===== src/rtl/i2c_bus_arbiter.sv =====
// Round-robin sharing of one I2C byte controller between NUM_REQ requesters at
// transaction granularity, with a per-command watchdog and arbitration-loss abort.
module i2c_bus_arbiter #(
    parameter int NUM_REQ     = 2,
    parameter int DATA_WIDTH  = 8,
    parameter int TIMEOUT_CYC = 1_000_000
) (
    input  logic                          clk_i,
    input  logic                          arst_i,
    input  logic [NUM_REQ-1:0]            req_i,
    output logic [NUM_REQ-1:0]            gnt_o,
    input  logic [NUM_REQ-1:0]            cmd_valid_i,
    output logic [NUM_REQ-1:0]            cmd_ready_o,
    input  logic [NUM_REQ-1:0]            cmd_start_i,
    input  logic [NUM_REQ-1:0]            cmd_stop_i,
    input  logic [NUM_REQ-1:0]            cmd_read_i,
    input  logic [NUM_REQ-1:0]            cmd_write_i,
    input  logic [NUM_REQ-1:0]            cmd_ack_in_i,
    input  logic [NUM_REQ*DATA_WIDTH-1:0] cmd_din_i,
    output logic [NUM_REQ-1:0]            rsp_valid_o,
    output logic [DATA_WIDTH-1:0]         rsp_dout_o,
    output logic [NUM_REQ-1:0]            rsp_err_o,
    output logic                          start_o,
    output logic                          stop_o,
    output logic                          read_o,
    output logic                          write_o,
    output logic                          ack_in_o,
    output logic [DATA_WIDTH-1:0]         din_o,
    input  logic                          cmd_ack_i,
    input  logic [DATA_WIDTH-1:0]         dout_i,
    input  logic                          i2c_al_i,
    input  logic                          i2c_busy_i
);

    localparam int IDX_W = $clog2(NUM_REQ);
    localparam int WD_W  = $clog2(TIMEOUT_CYC + 1);
    localparam logic [WD_W-1:0]    WD_MAX   = WD_W'(TIMEOUT_CYC);
    localparam logic [NUM_REQ-1:0] ONE_HOT0 = {{(NUM_REQ-1){1'b0}}, 1'b1};

    typedef enum logic [2:0] {
        ST_IDLE       = 3'd0,
        ST_GRANT      = 3'd1,
        ST_ISSUE      = 3'd2,
        ST_WAIT_ACK   = 3'd3,
        ST_ABORT_STOP = 3'd4,
        ST_WAIT_STOP  = 3'd5
    } state_t;

    state_t                  state_r;
    logic [IDX_W-1:0]        rr_r;
    logic [IDX_W-1:0]        owner_r;
    logic [WD_W-1:0]         wdog_r;
    logic                    drop_r;
    logic [IDX_W-1:0]        pick_s;
    logic                    any_req_s;
    logic [DATA_WIDTH-1:0]   din_sel_s;

    function automatic logic [IDX_W-1:0] next_idx(input logic [IDX_W-1:0] idx);
        if (idx == IDX_W'(NUM_REQ - 1)) begin
            next_idx = {IDX_W{1'b0}};
        end else begin
            next_idx = idx + IDX_W'(1);
        end
    endfunction

    // Round-robin pick: first requesting index at or after the rr pointer, wrapping.
    always_comb begin : pick_comb
        logic             found_v;
        logic [IDX_W:0]   cand_v;
        found_v   = 1'b0;
        cand_v    = {(IDX_W+1){1'b0}};
        pick_s    = rr_r;
        any_req_s = |req_i;
        for (int i = 0; i < NUM_REQ; i++) begin
            cand_v = {1'b0, rr_r} + (IDX_W+1)'(i);
            if (cand_v >= (IDX_W+1)'(NUM_REQ)) begin
                cand_v = cand_v - (IDX_W+1)'(NUM_REQ);
            end else begin
                cand_v = cand_v;
            end
            if (!found_v && req_i[cand_v[IDX_W-1:0]]) begin
                found_v = 1'b1;
                pick_s  = cand_v[IDX_W-1:0];
            end else begin
                found_v = found_v;
            end
        end
    end

    // Write byte of the current owner.
    always_comb begin
        din_sel_s = {DATA_WIDTH{1'b0}};
        for (int k = 0; k < NUM_REQ; k++) begin
            if (owner_r == IDX_W'(k)) begin
                din_sel_s = cmd_din_i[k*DATA_WIDTH +: DATA_WIDTH];
            end else begin
                din_sel_s = din_sel_s;
            end
        end
    end

    // Transaction FSM with registered grant, handshake, controller and response outputs.
    always_ff @(posedge clk_i or posedge arst_i) begin
        if (arst_i) begin
            state_r     <= ST_IDLE;
            rr_r        <= {IDX_W{1'b0}};
            owner_r     <= {IDX_W{1'b0}};
            wdog_r      <= {WD_W{1'b0}};
            drop_r      <= 1'b0;
            gnt_o       <= {NUM_REQ{1'b0}};
            cmd_ready_o <= {NUM_REQ{1'b0}};
            rsp_valid_o <= {NUM_REQ{1'b0}};
            rsp_err_o   <= {NUM_REQ{1'b0}};
            rsp_dout_o  <= {DATA_WIDTH{1'b0}};
            start_o     <= 1'b0;
            stop_o      <= 1'b0;
            read_o      <= 1'b0;
            write_o     <= 1'b0;
            ack_in_o    <= 1'b0;
            din_o       <= {DATA_WIDTH{1'b0}};
        end else begin
            rsp_valid_o <= {NUM_REQ{1'b0}};
            rsp_err_o   <= {NUM_REQ{1'b0}};
            case (state_r)
                ST_IDLE: begin
                    drop_r <= 1'b0;
                    if (any_req_s && !i2c_busy_i) begin
                        owner_r     <= pick_s;
                        gnt_o       <= ONE_HOT0 << pick_s;
                        cmd_ready_o <= ONE_HOT0 << pick_s;
                        state_r     <= ST_GRANT;
                    end
                end
                ST_GRANT: begin
                    // Command is driven straight into the output registers so it appears one cycle after accept.
                    if (cmd_valid_i[owner_r]) begin
                        start_o     <= cmd_start_i[owner_r];
                        stop_o      <= cmd_stop_i[owner_r];
                        read_o      <= cmd_read_i[owner_r];
                        write_o     <= cmd_write_i[owner_r];
                        ack_in_o    <= cmd_ack_in_i[owner_r];
                        din_o       <= din_sel_s;
                        cmd_ready_o <= {NUM_REQ{1'b0}};
                        state_r     <= ST_ISSUE;
                    end else if (!req_i[owner_r]) begin
                        gnt_o       <= {NUM_REQ{1'b0}};
                        cmd_ready_o <= {NUM_REQ{1'b0}};
                        rr_r        <= next_idx(owner_r);
                        state_r     <= ST_IDLE;
                    end
                end
                ST_ISSUE: begin
                    wdog_r  <= {WD_W{1'b0}};
                    drop_r  <= drop_r | ~req_i[owner_r];
                    state_r <= ST_WAIT_ACK;
                end
                ST_WAIT_ACK: begin
                    if (i2c_al_i) begin
                        rsp_err_o   <= gnt_o;
                        start_o     <= 1'b0;
                        stop_o      <= 1'b0;
                        read_o      <= 1'b0;
                        write_o     <= 1'b0;
                        ack_in_o    <= 1'b0;
                        din_o       <= {DATA_WIDTH{1'b0}};
                        gnt_o       <= {NUM_REQ{1'b0}};
                        rr_r        <= next_idx(owner_r);
                        state_r     <= ST_IDLE;
                    end else if (cmd_ack_i) begin
                        rsp_valid_o <= gnt_o;
                        rsp_dout_o  <= dout_i;
                        start_o     <= 1'b0;
                        stop_o      <= 1'b0;
                        read_o      <= 1'b0;
                        write_o     <= 1'b0;
                        ack_in_o    <= 1'b0;
                        din_o       <= {DATA_WIDTH{1'b0}};
                        if (stop_o) begin
                            gnt_o   <= {NUM_REQ{1'b0}};
                            rr_r    <= next_idx(owner_r);
                            state_r <= ST_IDLE;
                        end else if (drop_r || !req_i[owner_r]) begin
                            state_r <= ST_ABORT_STOP;
                        end else begin
                            cmd_ready_o <= gnt_o;
                            state_r     <= ST_GRANT;
                        end
                    end else if (wdog_r == WD_MAX) begin
                        rsp_err_o <= gnt_o;
                        start_o   <= 1'b0;
                        stop_o    <= 1'b0;
                        read_o    <= 1'b0;
                        write_o   <= 1'b0;
                        ack_in_o  <= 1'b0;
                        din_o     <= {DATA_WIDTH{1'b0}};
                        state_r   <= ST_ABORT_STOP;
                    end else begin
                        wdog_r <= wdog_r + WD_W'(1);
                        drop_r <= drop_r | ~req_i[owner_r];
                    end
                end
                ST_ABORT_STOP: begin
                    stop_o  <= 1'b1;
                    wdog_r  <= {WD_W{1'b0}};
                    state_r <= ST_WAIT_STOP;
                end
                ST_WAIT_STOP: begin
                    // The recovery stop is internal: it never produces a response to the owner.
                    if (cmd_ack_i || i2c_al_i || (wdog_r == WD_MAX)) begin
                        stop_o  <= 1'b0;
                        gnt_o   <= {NUM_REQ{1'b0}};
                        rr_r    <= next_idx(owner_r);
                        state_r <= ST_IDLE;
                    end else begin
                        wdog_r <= wdog_r + WD_W'(1);
                    end
                end
                default: begin
                    gnt_o       <= {NUM_REQ{1'b0}};
                    cmd_ready_o <= {NUM_REQ{1'b0}};
                    start_o     <= 1'b0;
                    stop_o      <= 1'b0;
                    read_o      <= 1'b0;
                    write_o     <= 1'b0;
                    ack_in_o    <= 1'b0;
                    state_r     <= ST_IDLE;
                end
            endcase
        end
    end

endmodule


===== config.mk =====
export PLATFORM = sky130hd
export DESIGN_NAME = i2c_bus_arbiter
export DESIGN_NICKNAME = d
export VERILOG_FILES = /design/src/rtl/i2c_bus_arbiter.sv
export SDC_FILE = /design/constraint.sdc
export NUM_CORES = 1
export LEC_CHECK = 0
export ABC_CLOCK_PERIOD_IN_PS = 2000
export CAP_MARGIN = 20
export CELL_PAD_IN_SITES_DETAIL_PLACEMENT = 1
export CELL_PAD_IN_SITES_GLOBAL_PLACEMENT = 2
export CORE_ASPECT_RATIO = 1.4
export CORE_MARGIN = 1
export CORE_UTILIZATION = 27
export DETAILED_ROUTE_END_ITERATION = 10
export PLACE_DENSITY = 0.85
export SLEW_MARGIN = 40
export SYNTH_ARGS = -nofsm -noshare
export SYNTH_HDL_FRONTEND = slang
export SYNTH_SLANG_ARGS = --single-unit

===== constraint.sdc =====
create_clock -name clk_i -period 2 [get_ports clk_i]
set_input_delay 0.5 -clock clk_i [delete_from_list [all_inputs] [get_ports clk_i]]
set_output_delay 0.5 -clock clk_i [all_outputs]
set_load 0.03 [all_outputs]

==> impl_metrics.ini, run 1 <==
[place]
gp_congestion = 0.8185
place_ws_ns = -0.4042
place_hpwl_mm = 6.865
portBuffers = 71

[worst_setup_path]
worstPathMaxFanout = 4
cp-endpoint = gnt_o[0]
reg2reg_depth = 7
startpoint_type = flop
worstSetupPathType = flop to flop
end_kind = flop
arrival_ns = 2.12
worstReg2RegStart = wdog_r[0]
ff2ff_setup_slack_ns = 0.06
critPathLaunch = wdog_r[0]
critPathRequiredTime_ns = 2.18
rr_endpoint = gnt_o[0]

[cells_and_area]
final_common_cell = clkdlybuf4s50_1
utilization_pct = 41.99
fin_nets = 465
drive_above_1_share_pct = 23.04
antennaDiodeCount = 0
syn_to_final_growth_pct = 52.37
layout_common_cells = clkdlybuf4s50_1, dfrtp_1, buf_4, nand2_1, a21oi_1

[clock_tree]
cts_tree = done
cts.sinks = 55
clock_latency_ns = 0.30
cts_buffers = 5
cts-root-buf = clkbuf_16
clk_path_buf_depth = 2
htree_levels = 2
clkTransAtPathRegs_ns = 0.07

[synthesis]
synthesis.nets = 347
synth-seq-cells = 55
async_reset_ff_share_pct = 100.0
synth-edff-count = 0
synth_cells = 302
yosysTopAreaCell = dfrtp_1
ys_top_cells_by_area = dfrtp_1, mux2i_1, a21oi_1, mux2_1, nand2_1
postSynthAreaPerCell_um2 = 9.865
synthFlopType = dfrtp_1
yosysSeqAreaShare_pct = 46.20
synth_top_area_share_pct = 46.20
ys_warn_count = 0
yosysUniqueCellTypes = 54
syn_area_mm2 = 0.002979

[die]
die_h_um = 126.3
die_w_um = 90.78
start_util_pct = 27.56
rows = 45
core_area_mm2 = 0.01081
die_area_mm2 = 0.01146
floorplan.io_pins = 72

[global_routing]
met2_usage_pct = 31.55
antenna_found_initial = 0
use_met1_pct = 17.45
grt_pass1_wl_mm = 14.78
grt-ovfl-total = 0
grt_pass1_vias = 2984
grtUsageTotal_pct = 16.11
busiest_layer = met2
use_met3_pct = 2.415
grt_start_max_net_pins = 56

[sta]
fin_crit_sh_pct = 96.77
rsz0062_at_grt = yes
worst_pin_slew_ns = 0.3694
slew_headroom_pct = 74.67
finalHoldViolations = 0
finalClockSkew_ns = 0.004195
period_needed_ns = 1.935
max_freq_mhz = 516.7
post-route-worst-setup-slack_ns = 0.06463
setup_violations = 0
slew_violations = 0

[drt]
dr.pass1.iters = 4
ant_nets = 0
vias = 2796
routed_wirelength_mm = 8.962
viasPerCell = 4.975
drc = 0
drt-initial-drc-count = 64
wl_per_cell_um = 15.95

[power_and_ir_drop]
irDropWorstVdd_mv = 0.3561
p_leak_nw = 1.954
power.density_mw_per_mm2 = 1206

[min_path]
hold_path.class = flop to flop

[run_status]
status = finished, final reports clean

[run]
max_cap_viol_count = 0
## final cells by class
| cell class | count | area (um^2) |
|---|---|---|
| Timing Repair Buffer | 124 | 1149 |
| Fill cell | 1246 | 6271 |
| Sequential cell | 55 | 1376 |
| Tap cell | 141 | 176.4 |
| Multi-Input combinational cell | 224 | 1627 |
| Inverter | 10 | 37.54 |
| Clock inverter | 2 | 35.03 |
| Clock buffer | 6 | 138.9 |
## critical path, cell delays in order, from the launching register on
cell and delay, ns:
dfrtp_1 0.35, inv_1 0.05, ha_1 0.19, and4b_1 0.21, and3_2 0.27, a21o_1 0.21, o22ai_2 0.19, mux2_1 0.34
## logic make-up (layout without fill, tap and decap cells)
logic type	count (synthesis)	in the layout	synth area share, %
adder cells (fa/ha/maj)	2	2	0.8398
buffers and inverters	23	142	3.360
XOR/XNOR	4	4	1.428
AND/OR/NAND/NOR	109	109	20.41
flip-flops	55	55	46.20
multiplexers	30	30	10.79
AO/OA/AOI/OAI	79	79	16.97
## routing by layer
metal	up-vias	part of all wire, %
met5	-	0
met4	0	1.4
met3	7	2.7
met2	47	57
met1	1402	39
li1	1340	-
## per-stage QoR
step                instances  total power [mW]  instance area, um^2  hold WS (ns)  setup TNS, ns
finish                    562             5.475                 4539        0.4897              0
global route              562             5.818                 4539        0.5180       -0.06324
CTS                       561             5.477                 4412        0.4946      -0.006899
detailed placement        553             4.386                 4219        0.4733         -9.622
global placement          553             4.291                 4219        0.4688         -8.186
floorplan                 302             3.130                 2979        0.5065              0
## registers in the layout, summed over array words and instances, names as in the netlist, 2 cells and up
| register | count |
|---|---|
| rsp_err_o | 2 |
| rsp_dout_o | 8 |
| state_r | 3 |
| wdog_r | 20 |
| cmd_ready_o | 2 |
| rsp_valid_o | 2 |
| din_o | 8 |
| gnt_o | 2 |
## cells in the mapped netlist (all sizes together) (2+ instances only)
cell and n:
or4 5, inv 10, xnor2 3, nand4 6, o211ai 6, nor4 3, a21oi 25, or3 12
or2 4, o31ai 4, nor2 16, mux2i 13, nor3 5, ha 2, nand2b 2, clkbuf 7
nand3 9, and3 4, dfrtp 55, nand2 27, o2bb2ai 9, o21ai 24, and4 2, buf 6
nor2b 5, mux2 17, and2 4
## how the worst min path moves through the flow
| stage | end | startpoint | slack, ns | depth (start not counted) |
|---|---|---|---|---|
| final | din_o[0] | din_o[0] | 0.49 | 1 |
| after global routing | din_o[7] | din_o[7] | 0.52 | 1 |
| after CTS | din_o[0] | din_o[0] | 0.49 | 1 |
| after detailed placement | din_o[0] | din_o[0] | 0.47 | 1 |
| after global placement | rsp_dout_o[3] | rsp_dout_o[3] | 0.47 | 1 |
| after floorplan | wdog_r[6] | wdog_r[6] | 0.51 | 2 |
## repair_timing
item | CTS | global route
resized for setup | 3 | 26
pin swaps | 0 | 5
hold buffers | 0 | 0
buffers inserted | 0 | 1
setup endpoints to repair | 4 | 30
## report_power, final
group          total [mW]  internal [mW]  switching, mW
Combinational        2.83           1.32           1.51
Sequential           1.61           1.40          0.209
Clock                1.03          0.624          0.409
(Power assumes the default switching activity.)
==> run 2, diff against run 1 <==
ABC_CLOCK_PERIOD_IN_PS = 1900   (was 2000)
CORE_UTILIZATION = 30   (was 27)
PLACE_DENSITY = 0.89   (was 0.85)
clock period = 1.9 ns   (was 2 ns; I/O delays follow)
==> impl_metrics.ini, run 2 (synthesis results as in run 1) <==
[drt]
vias = 2883
wl_per_cell_um = 16.66
drt-initial-drc-count = 74
ant_nets = 0
routed_wirelength_mm = 9.447
viasPerCell = 5.085
drc = 0
dr.pass1.iters = 4

[clock_tree]
cts_tree = done
cts_buffers = 5
holdBufCountCts = 0
clkTransAtPathRegs_ns = 0.07
clock_latency_ns = 0.31
htree_levels = 2
cts.sinks = 55
cts-root-buf = clkbuf_16
clk_path_buf_depth = 2

[cells_and_area]
fillers = 1085
drive_above_1_share_pct = 28.97
largest_register_ffs = 20
regMostFlops = wdog_r
fin_nets = 479
utilization_pct = 49.36
layout_common_cells = clkdlybuf4s50_1, buf_4, dfrtp_1, nand2_1, a21oi_1
final_common_cell = clkdlybuf4s50_1
antennaDiodeCount = 0
syn_to_final_growth_pct = 58.46
largestRegisters = wdog_r: 20 flops, din_o: 8 flops, rsp_dout_o: 8 flops

[die]
start_util_pct = 31.15
floorplan.io_pins = 72
rows = 42
die_h_um = 119.9
die_w_um = 86.22
core_area_mm2 = 0.009564
die_area_mm2 = 0.01034

[power_and_ir_drop]
irDropWorstVdd_mv = 0.4314
power.density_mw_per_mm2 = 1259
p_leak_nw = 2.022

[global_routing]
grt-ovfl-total = 0
grt_pass1_vias = 3205
grt_pass1_wl_mm = 15.19
grt_start_max_net_pins = 56
grtUsageTotal_pct = 18.84
antenna_found_initial = 0

[worst_setup_path]
slowest_delay_ns = 0.42
worstPathMaxFanout = 6
worst-path-buf-inv = 2
critPathRequiredTime_ns = 2.08
arrival_ns = 2.14
worstSetupPathType = flop to flop
cp_cell_sequence = inv_2 > ha_4 > and4b_2 > nand3_4 > o211ai_1 > buf_4 > or3_1 > a21oi_1
crit_path_top_delay_cell = o211ai_1
startpoint_type = flop
end_kind = flop
crit_family = simple AND/OR/NAND/NOR gates

[run]
max_cap_viol_count = 0

[min_path]
hold_path.class = flop to flop

[sta]
finalClockSkew_ns = 0.009222
rsz0062_at_grt = yes
period_needed_ns = 1.957
finalHoldViolations = 0
fin_crit_sh_pct = 103.0
max_freq_mhz = 511.0
slew_headroom_pct = 68.51
setup_violations = 6
worst_pin_slew_ns = 0.4703
post-route-worst-setup-slack_ns = -0.05708
slew_violations = 0
setup_tns_ns = -0.1636

[place]
gp_congestion = 0.8772
place_hpwl_mm = 6.972
place_ws_ns = -0.4999
portBuffers = 71

[run_status]
status = finished with violations
violations = negative setup slack
==> run 2: worst register-to-register path, delay by kind of cell, from the launching register on <==
kind                       cells  cell delay [ns]
buffers and inverters          2             0.33
DFF                            1             0.40
AOI/OAI and AO/OA              2             0.48
adders and majority gates      1             0.13
and+or+nand+nor                3             0.50
==> run 2: worst paths after layout <==
path,from,to,slack (ns),depth (start not counted)
max reg2reg,wdog_r[0],wdog_r[8],-0.06,8
max in group asynchronous,arst_i,wdog_r[3],1.08,3
min,rsp_dout_o[6],rsp_dout_o[6],0.49,1
min in group asynchronous,arst_i,gnt_o[0],0.54,3
min reg2reg,rsp_dout_o[6],rsp_dout_o[6],0.49,1
max,wdog_r[0],wdog_r[8],-0.06,8
==> run 2: what timing repair did <==
item                       in CTS  in global routing
pin swaps                      13                 10
setup endpoints to repair      38                 26
cloned                          0                  0
gates resized for setup        32                 27
buffers inserted                2                  3
hold endpoints to repair        0                  0
==> run 2: power by group <==
group / switching [mW] / internal (mW)
logic: 1.66 / 1.49
registers: 0.220 / 1.47
clock network: 0.465 / 0.637
==> run 2: per-layer routing <==
metal	track usage (%)	share of wire, %
met3	2.957	3.2
met5	0	0
met1	19.28	38
met4	6.875	2.8
met2	37.25	56
==> run 2: final cells by class <==
class	count	area, um^2	share of cell area [%]
clock buffer	5	125.1	2.650
clock inverter	3	50.05	1.060
inverter	10	37.54	0.7951
multi-input combinational	224	1702	36.05
sequential	55	1378	29.18
tap	132	165.2	3.499
timing repair buffer	138	1264	26.77
==> run 2: per-stage QoR <==
step | power, mW | hold slack (ns) | instances | area (um^2)
floorplan | 3.295 | 0.5065 | 302 | 2979
global placement | 4.561 | 0.4675 | 555 | 4303
detailed placement | 4.662 | 0.4777 | 555 | 4303
CTS | 5.903 | 0.4955 | 565 | 4612
global route | 6.293 | 0.5071 | 567 | 4721
finish | 5.944 | 0.4885 | 567 | 4721
==> variant 1 (config.mk and constraints of run 1) <==
Encoding of `state_t`: now one-hot (6 bits for 6 states).
--- a/src/rtl/i2c_bus_arbiter.sv
+++ b/src/rtl/i2c_bus_arbiter.sv
@@ -37,13 +37,13 @@
     localparam logic [WD_W-1:0]    WD_MAX   = WD_W'(TIMEOUT_CYC);
     localparam logic [NUM_REQ-1:0] ONE_HOT0 = {{(NUM_REQ-1){1'b0}}, 1'b1};
 
-    typedef enum logic [2:0] {
-        ST_IDLE       = 3'd0,
-        ST_GRANT      = 3'd1,
-        ST_ISSUE      = 3'd2,
-        ST_WAIT_ACK   = 3'd3,
-        ST_ABORT_STOP = 3'd4,
-        ST_WAIT_STOP  = 3'd5
+    typedef enum logic [5:0] {
+        ST_IDLE       = 6'b000001,
+        ST_GRANT      = 6'b000010,
+        ST_ISSUE      = 6'b000100,
+        ST_WAIT_ACK   = 6'b001000,
+        ST_ABORT_STOP = 6'b010000,
+        ST_WAIT_STOP  = 6'b100000
     } state_t;
 
     state_t                  state_r;
Check against the original RTL: same outputs for any inputs over 10 cycles, from zero or initial values and one cycle with arst_i high; not proved beyond that.
==> variant 1 against run 1 <==
  * The flow now finishes with violations (setup timing)
  * Non-clock buffer count increased by 30
  * Design area increased by 13%
  * Final cell count increased by 9.8%
  * Critical path depth increased by 1
  * Worst setup slack got worse by 0.18 ns
  * Sequential cell count increased by 3
  * Power increased by 8.3%
  * Routed wire length increased by 23%
  * Synthesized area increased by 6.1%
  * Worst hold slack got worse by 0.0090 ns
  * Fmax decreased by 8.4%
  * Clock power increased by 62%
  * Critical path type unchanged
  * Largest power group unchanged
==> variant 1: results (changes against run 1) <==
HP Class -> in2async (was reg2reg)
Layout cell share with drive strength beyond 1 -> 31.9% (was 23.0%)
Crit-path max FO -> 3 (was 4)
1st-iter DRT viols -> 116 (was 64)
Antenna cell count -> 0 (unchanged)
Status -> finished with violations (was complete, no violations)
Leading cell types by count after synthesis -> dfrtp_1, nor2_1, nand2_1 (was dfrtp_1, nand2_1, a21oi_1)
Largest net degree at the start of global routing -> 21 (was 56)
Vias in the first global route -> 3528 (was 2984)
Vias -> 3151 (was 2796)
Maximum VDD drop -> 576 µV (was 356 µV)
Post-Place Setup Slack -> -0.349 ns (was -0.404 ns)
Placed cell area -> 0.00458 mm² (was 0.00422 mm²)
Worst Path Arrival -> 2.32 ns (was 2.12 ns)
Worst-path clk slew -> 0.05 ns (was 0.07 ns)
Netlist cell types -> 52 (was 54)
H-tree depth -> 3 (was 2)
Global-route wire length before repair -> 17800 µm (was 14800 µm)
Worst-Skew Late Latency -> 0.33 ns (was 0.30 ns)
Worst Tran Pin Value -> 0.442 ns (was 0.369 ns)
Placed insts -> 594 (was 553)
Largest stage delay, worst path -> 0.38 ns (was 0.35 ns)
Worst-case clock buffer depth -> 2 (unchanged)
Fin Hold WS -> 0.481 ns (was 0.490 ns)
R2r endpoint -> gnt_o[1] (was gnt_o[0])
Endpoints failing setup -> 10 (was 0)
Leakage power -> 0.00234 µW (was 0.00195 µW)
Final nets -> 514 (was 465)
Setup WS post-layout -> -0.113 ns (was 0.0646 ns)
Clock Skew -> 0.00650 ns (was 0.00420 ns)
Top post-synthesis cells by area -> dfrtp_1, mux2i_1, mux2_2, nor2_1, xor2_1 (was dfrtp_1, mux2i_1, a21oi_1, mux2_1, nand2_1)
Drt via density -> 5.11 (was 4.98)
Setup TNS Final -> -0.697 ns (was 0 ns)
Reg2Reg Depth -> 8 (was 7)
Syn Area/Cell -> 9.91 µm² (was 9.86 µm²)
GRT Resource Usage Total -> 19.3% (was 16.1%)
Initial antenna violation count -> 0 (unchanged)
Syn_nets -> 364 (was 347)
Failing checks -> setup timing
Post-synthesis sequential area ratio -> 45.9% (was 46.2%)
CTS buffer count -> 9 (was 5)
GP Congestion -> 0.830 (was 0.819)
Reg2reg start -> wdog_r[13] (was wdog_r[0])
Drt wl/cell -> 17.8 µm (was 15.9 µm)
HPWL after detailed placement -> 8020 µm (was 6860 µm)
Internal power -> 3860 µW (was 3340 µW)
[variant 1: worst max-delay path, delay by kind of cell (launching register included)]
kind / cells / cell delay [ns]
compound gates: 2 / 0.47
buf+inv: 3 / 0.46
flops: 1 / 0.38
mux: 1 / 0.30
simple gates: 2 / 0.38
[variant 1: logic make-up after synthesis]
family	Yosys count	synth area share [%]
multiplexers	35	11.7
XOR/XNOR	12	3.32
flip-flops	58	45.9
adder cells (fa/ha/maj)	2	0.791
AND/OR/NAND/NOR	120	21.1
buffers and inverters	30	3.92
AO/OA/AOI/OAI	62	13.3
[variant 1: routing by layer]
metal  track usage [%]  vias up  share of wire [%]
met2              36.8       87                 56
li1                  -     1465                  -
met5                 0        -                  0
met1              20.1     1574                 38
met4              9.86        0                3.1
met3              3.38       25                3.3
[variant 1: power groups by stage]
stage                     logic [µW]  clock network, µW  registers, µW
after global routing            2790               1730           1690
after global placement          2240                  0           1640
final                           2610               1670           1650
after floorplan                 1080                  0           1860
after CTS                       2470               1700           1640
after detailed placement        2330                  0           1660
[variant 1: timing repair]
action | CTS | global route
setup buffers | 5 | 3
endpoints found under the setup margin | 32 | 32
pin swaps | 5 | 6
gates resized for setup | 23 | 22
[variant 1: area by class of cell]
class	count	area (µm²)
flip-flops and latches	58	1450
well taps	144	180
repair buffers	154	1360
fillers	1236	6190
clock buffers	14	294
clock inverters	1	30.0
inverters	15	56.3
multi-input cells	231	1780
[variant 1: how the worst max path moves through the flow]
stage / start / slack (ns) / end
after floorplan: wdog_r[0] / -0.07 / ack_in_o
after global placement: cmd_valid_i[1] / -0.33 / gnt_o[1]
after detailed placement: cmd_ack_i / -0.35 / gnt_o[0]
after CTS: wdog_r[1] / -0.17 / read_o
after global routing: wdog_r[1] / -0.22 / gnt_o[1]
final: wdog_r[13] / -0.11 / gnt_o[1]
==> variant 2 (settings of run 1) <==
Without the edit above. Set the parameter `NUM_REQ` to 4 (it was 2).
--- a/src/rtl/i2c_bus_arbiter.sv
+++ b/src/rtl/i2c_bus_arbiter.sv
@@ -1,7 +1,7 @@
 // Round-robin sharing of one I2C byte controller between NUM_REQ requesters at
 // transaction granularity, with a per-command watchdog and arbitration-loss abort.
 module i2c_bus_arbiter #(
-    parameter int NUM_REQ     = 2,
+    parameter int NUM_REQ     = 4,
     parameter int DATA_WIDTH  = 8,
     parameter int TIMEOUT_CYC = 1_000_000
 ) (
Interface: changed (12 resized); port bits go from 72 to 110. The function was not compared with the original's and may differ.
==> variant 2 against run 1 <==
  * Worst setup slack got worse by 0.025 ns
  * Via count is 28% higher
  * Routed wire length grew 33%
  * Synthesized area is 27% higher
  * Sequential cell count is 10 higher
  * Design area is 33% higher
  * Power rose by 36%
  * Combinational power increased by 40%
  * Global-route usage rose by 1.3 points
==> variant 2: results (changes against run 1) <==
Maximum VDD drop -> 520 µV (was 356 µV)
Slew HR -> 67.7% (was 74.7%)
Finished Layout Cells -> 724 (was 562)
Post-Place Setup Slack -> -0.536 ns (was -0.404 ns)
Worst-Skew Late Latency -> 0.33 ns (was 0.30 ns)
# port buffers -> 109 (was 71)
Syn Area/Cell -> 10.4 µm² (was 9.86 µm²)
Drt wl/cell -> 16.5 µm (was 15.9 µm)
Syn_nets -> 443 (was 347)
CTS buffer count -> 9 (was 5)
Detail Route met2 WL -> 6670 µm (was 5090 µm)
Worst-case clock buffer depth -> 2 (unchanged)
GP Congestion -> 0.861 (was 0.819)
Critical Path Sink -> gnt_o[1] (was gnt_o[0])
Largest net degree at the start of global routing -> 66 (was 56)
Layout cell share with drive strength beyond 1 -> 26.5% (was 23.0%)
TritonRoute pass-1 iters -> 4 (unchanged)
Worst-path clk slew -> 0.06 ns
Initial antenna violation count -> 2 (was 0)
Vias -> 3576 (was 2796)
1st-iter DRT viols -> 110 (was 64)
CTS Root Cell -> clkbuf_16 (unchanged)
Global-route wire length before repair -> 19500 µm (was 14800 µm)
Worst Path Arrival -> 2.18 ns (was 2.12 ns)
FF-to-FF setup slack -> 0.06 ns
HPWL after detailed placement -> 9100 µm (was 6860 µm)
Netlist cell types -> 62 (was 54)
Crit path from -> req_i[2] (was wdog_r[0])
Clock Skew -> 0.00534 ns (was 0.00420 ns)
Met3 wire len -> 657 µm (was 243 µm)
Max Clk Rate -> 510 MHz (was 517 MHz)
GRT Resource Usage Total -> 17.4% (was 16.1%)
Top flop regs -> wdog_r x20, din_o x8, rsp_dout_o x8 (unchanged)
Reg2Reg Depth -> 5 (was 7)
Top Metal Used -> met4 (unchanged)
Reg2reg start -> state_r[2] (was wdog_r[0])
Grt ovf -> 0 (unchanged)
Post-synth ARST share -> 100% (unchanged)
Most common cell in the netlist -> dfrtp_1 (unchanged)
Placed insts -> 702 (was 553)
Status -> complete, no violations (unchanged)
Leakage power -> 0.00258 µW (was 0.00195 µW)
Top post-synthesis cells by area -> dfrtp_1, mux2_2, mux4_2, nor3_1, a21oi_1 (was dfrtp_1, mux2i_1, a21oi_1, mux2_1, nand2_1)
R2r endpoint -> gnt_o[1] (was gnt_o[0])
Final nets -> 614 (was 465)
Syn. warnings -> 0 (unchanged)
Vias in the first global route -> 3969 (was 2984)
H-tree depth -> 3 (was 2)
Post-synthesis sequential area ratio -> 43.0% (was 46.2%)
HP Class -> reg2reg (unchanged)
DRT met1 WL -> 4390 µm (was 3510 µm)
Crit-path max FO -> 5 (was 4)
Leading cell types by count after synthesis -> dfrtp_1, nor3_1, nor2_1 (was dfrtp_1, nand2_1, a21oi_1)
## variant 2: layout make-up
| type | instances | area (µm²) |
|---|---|---|
| clock buffers | 10 | 239 |
| clock inverters | 6 | 67.6 |
| repair buffers | 176 | 1630 |
| inverters | 19 | 75.1 |
| flip-flops and latches | 65 | 1630 |
| diodes | 2 | 5.00 |
| well taps | 182 | 228 |
| fillers | 1553 | 7490 |
| multi-input cells | 264 | 2140 |
## variant 2: worst min path at each step
stage                   from  endpoint  slack, ns  cells past startpoint
floorplan             drop_r    drop_r       0.47                      2
global placement    din_o[5]  din_o[5]       0.47                      1
detailed placement  din_o[3]  din_o[3]       0.48                      1
CTS                 din_o[3]  din_o[3]       0.50                      1
global route        din_o[7]  din_o[7]       0.52                      1
finish              din_o[3]  din_o[3]       0.49                      1
## variant 2: what timing repair did
action,4_1_cts,5_1_grt
setup endpoints to repair,14,40
setup buffers,1,3
cloned,0,0
pin swaps,0,4
gates resized for setup,14,29
## variant 2: stage by stage
stage                     hold slack [ns]  power [µW]   TNS, ns  instance area, µm²
after floorplan                     0.470        4220         0                3780
after CTS                           0.496        7430  -0.00167                5870
after global routing                0.521        7940    -0.146                6020
final                               0.493        7450         0                6020
after detailed placement            0.477        5720    -13.95                5500
after global placement              0.469        5590    -11.91                5500
## variant 2: cell families (layout without fill, tap and decap cells)
group	count (synthesis)	after routing	share of synthesized area [%]
AOI/OAI and AO/OA	79	79	15.9
xor gates and xnor gates	13	13	3.51
adders and majority gates	6	6	1.99
buffers and inverters	35	211	4.14
DFF	65	65	43.0
muxes	30	30	11.0
other	0	2	0
and+or+nand+nor	136	136	20.5
## variant 2: routing by layer
| layer | vias to the layer above | global-route usage, % |
|---|---|---|
| li1 | 1683 | - |
| met1 | 1774 | 18.1 |
| met2 | 101 | 32.8 |
| met3 | 18 | 5.16 |
| met4 | 0 | 5.04 |
| met5 | - | 0 |
## variant 2: worst max-delay path, cell delays in order
cell and delay, ns:
dlygate4sd2_1 0.31, nor4_4 0.34, nor4_1 0.10, or3_1 0.42
o2111ai_4 0.15, mux2_2 0.37
## variant 2: power breakdown
group          internal [µW]  switching [µW]
registers               1630             265
logic                   1850            2100
clock network           1000             602
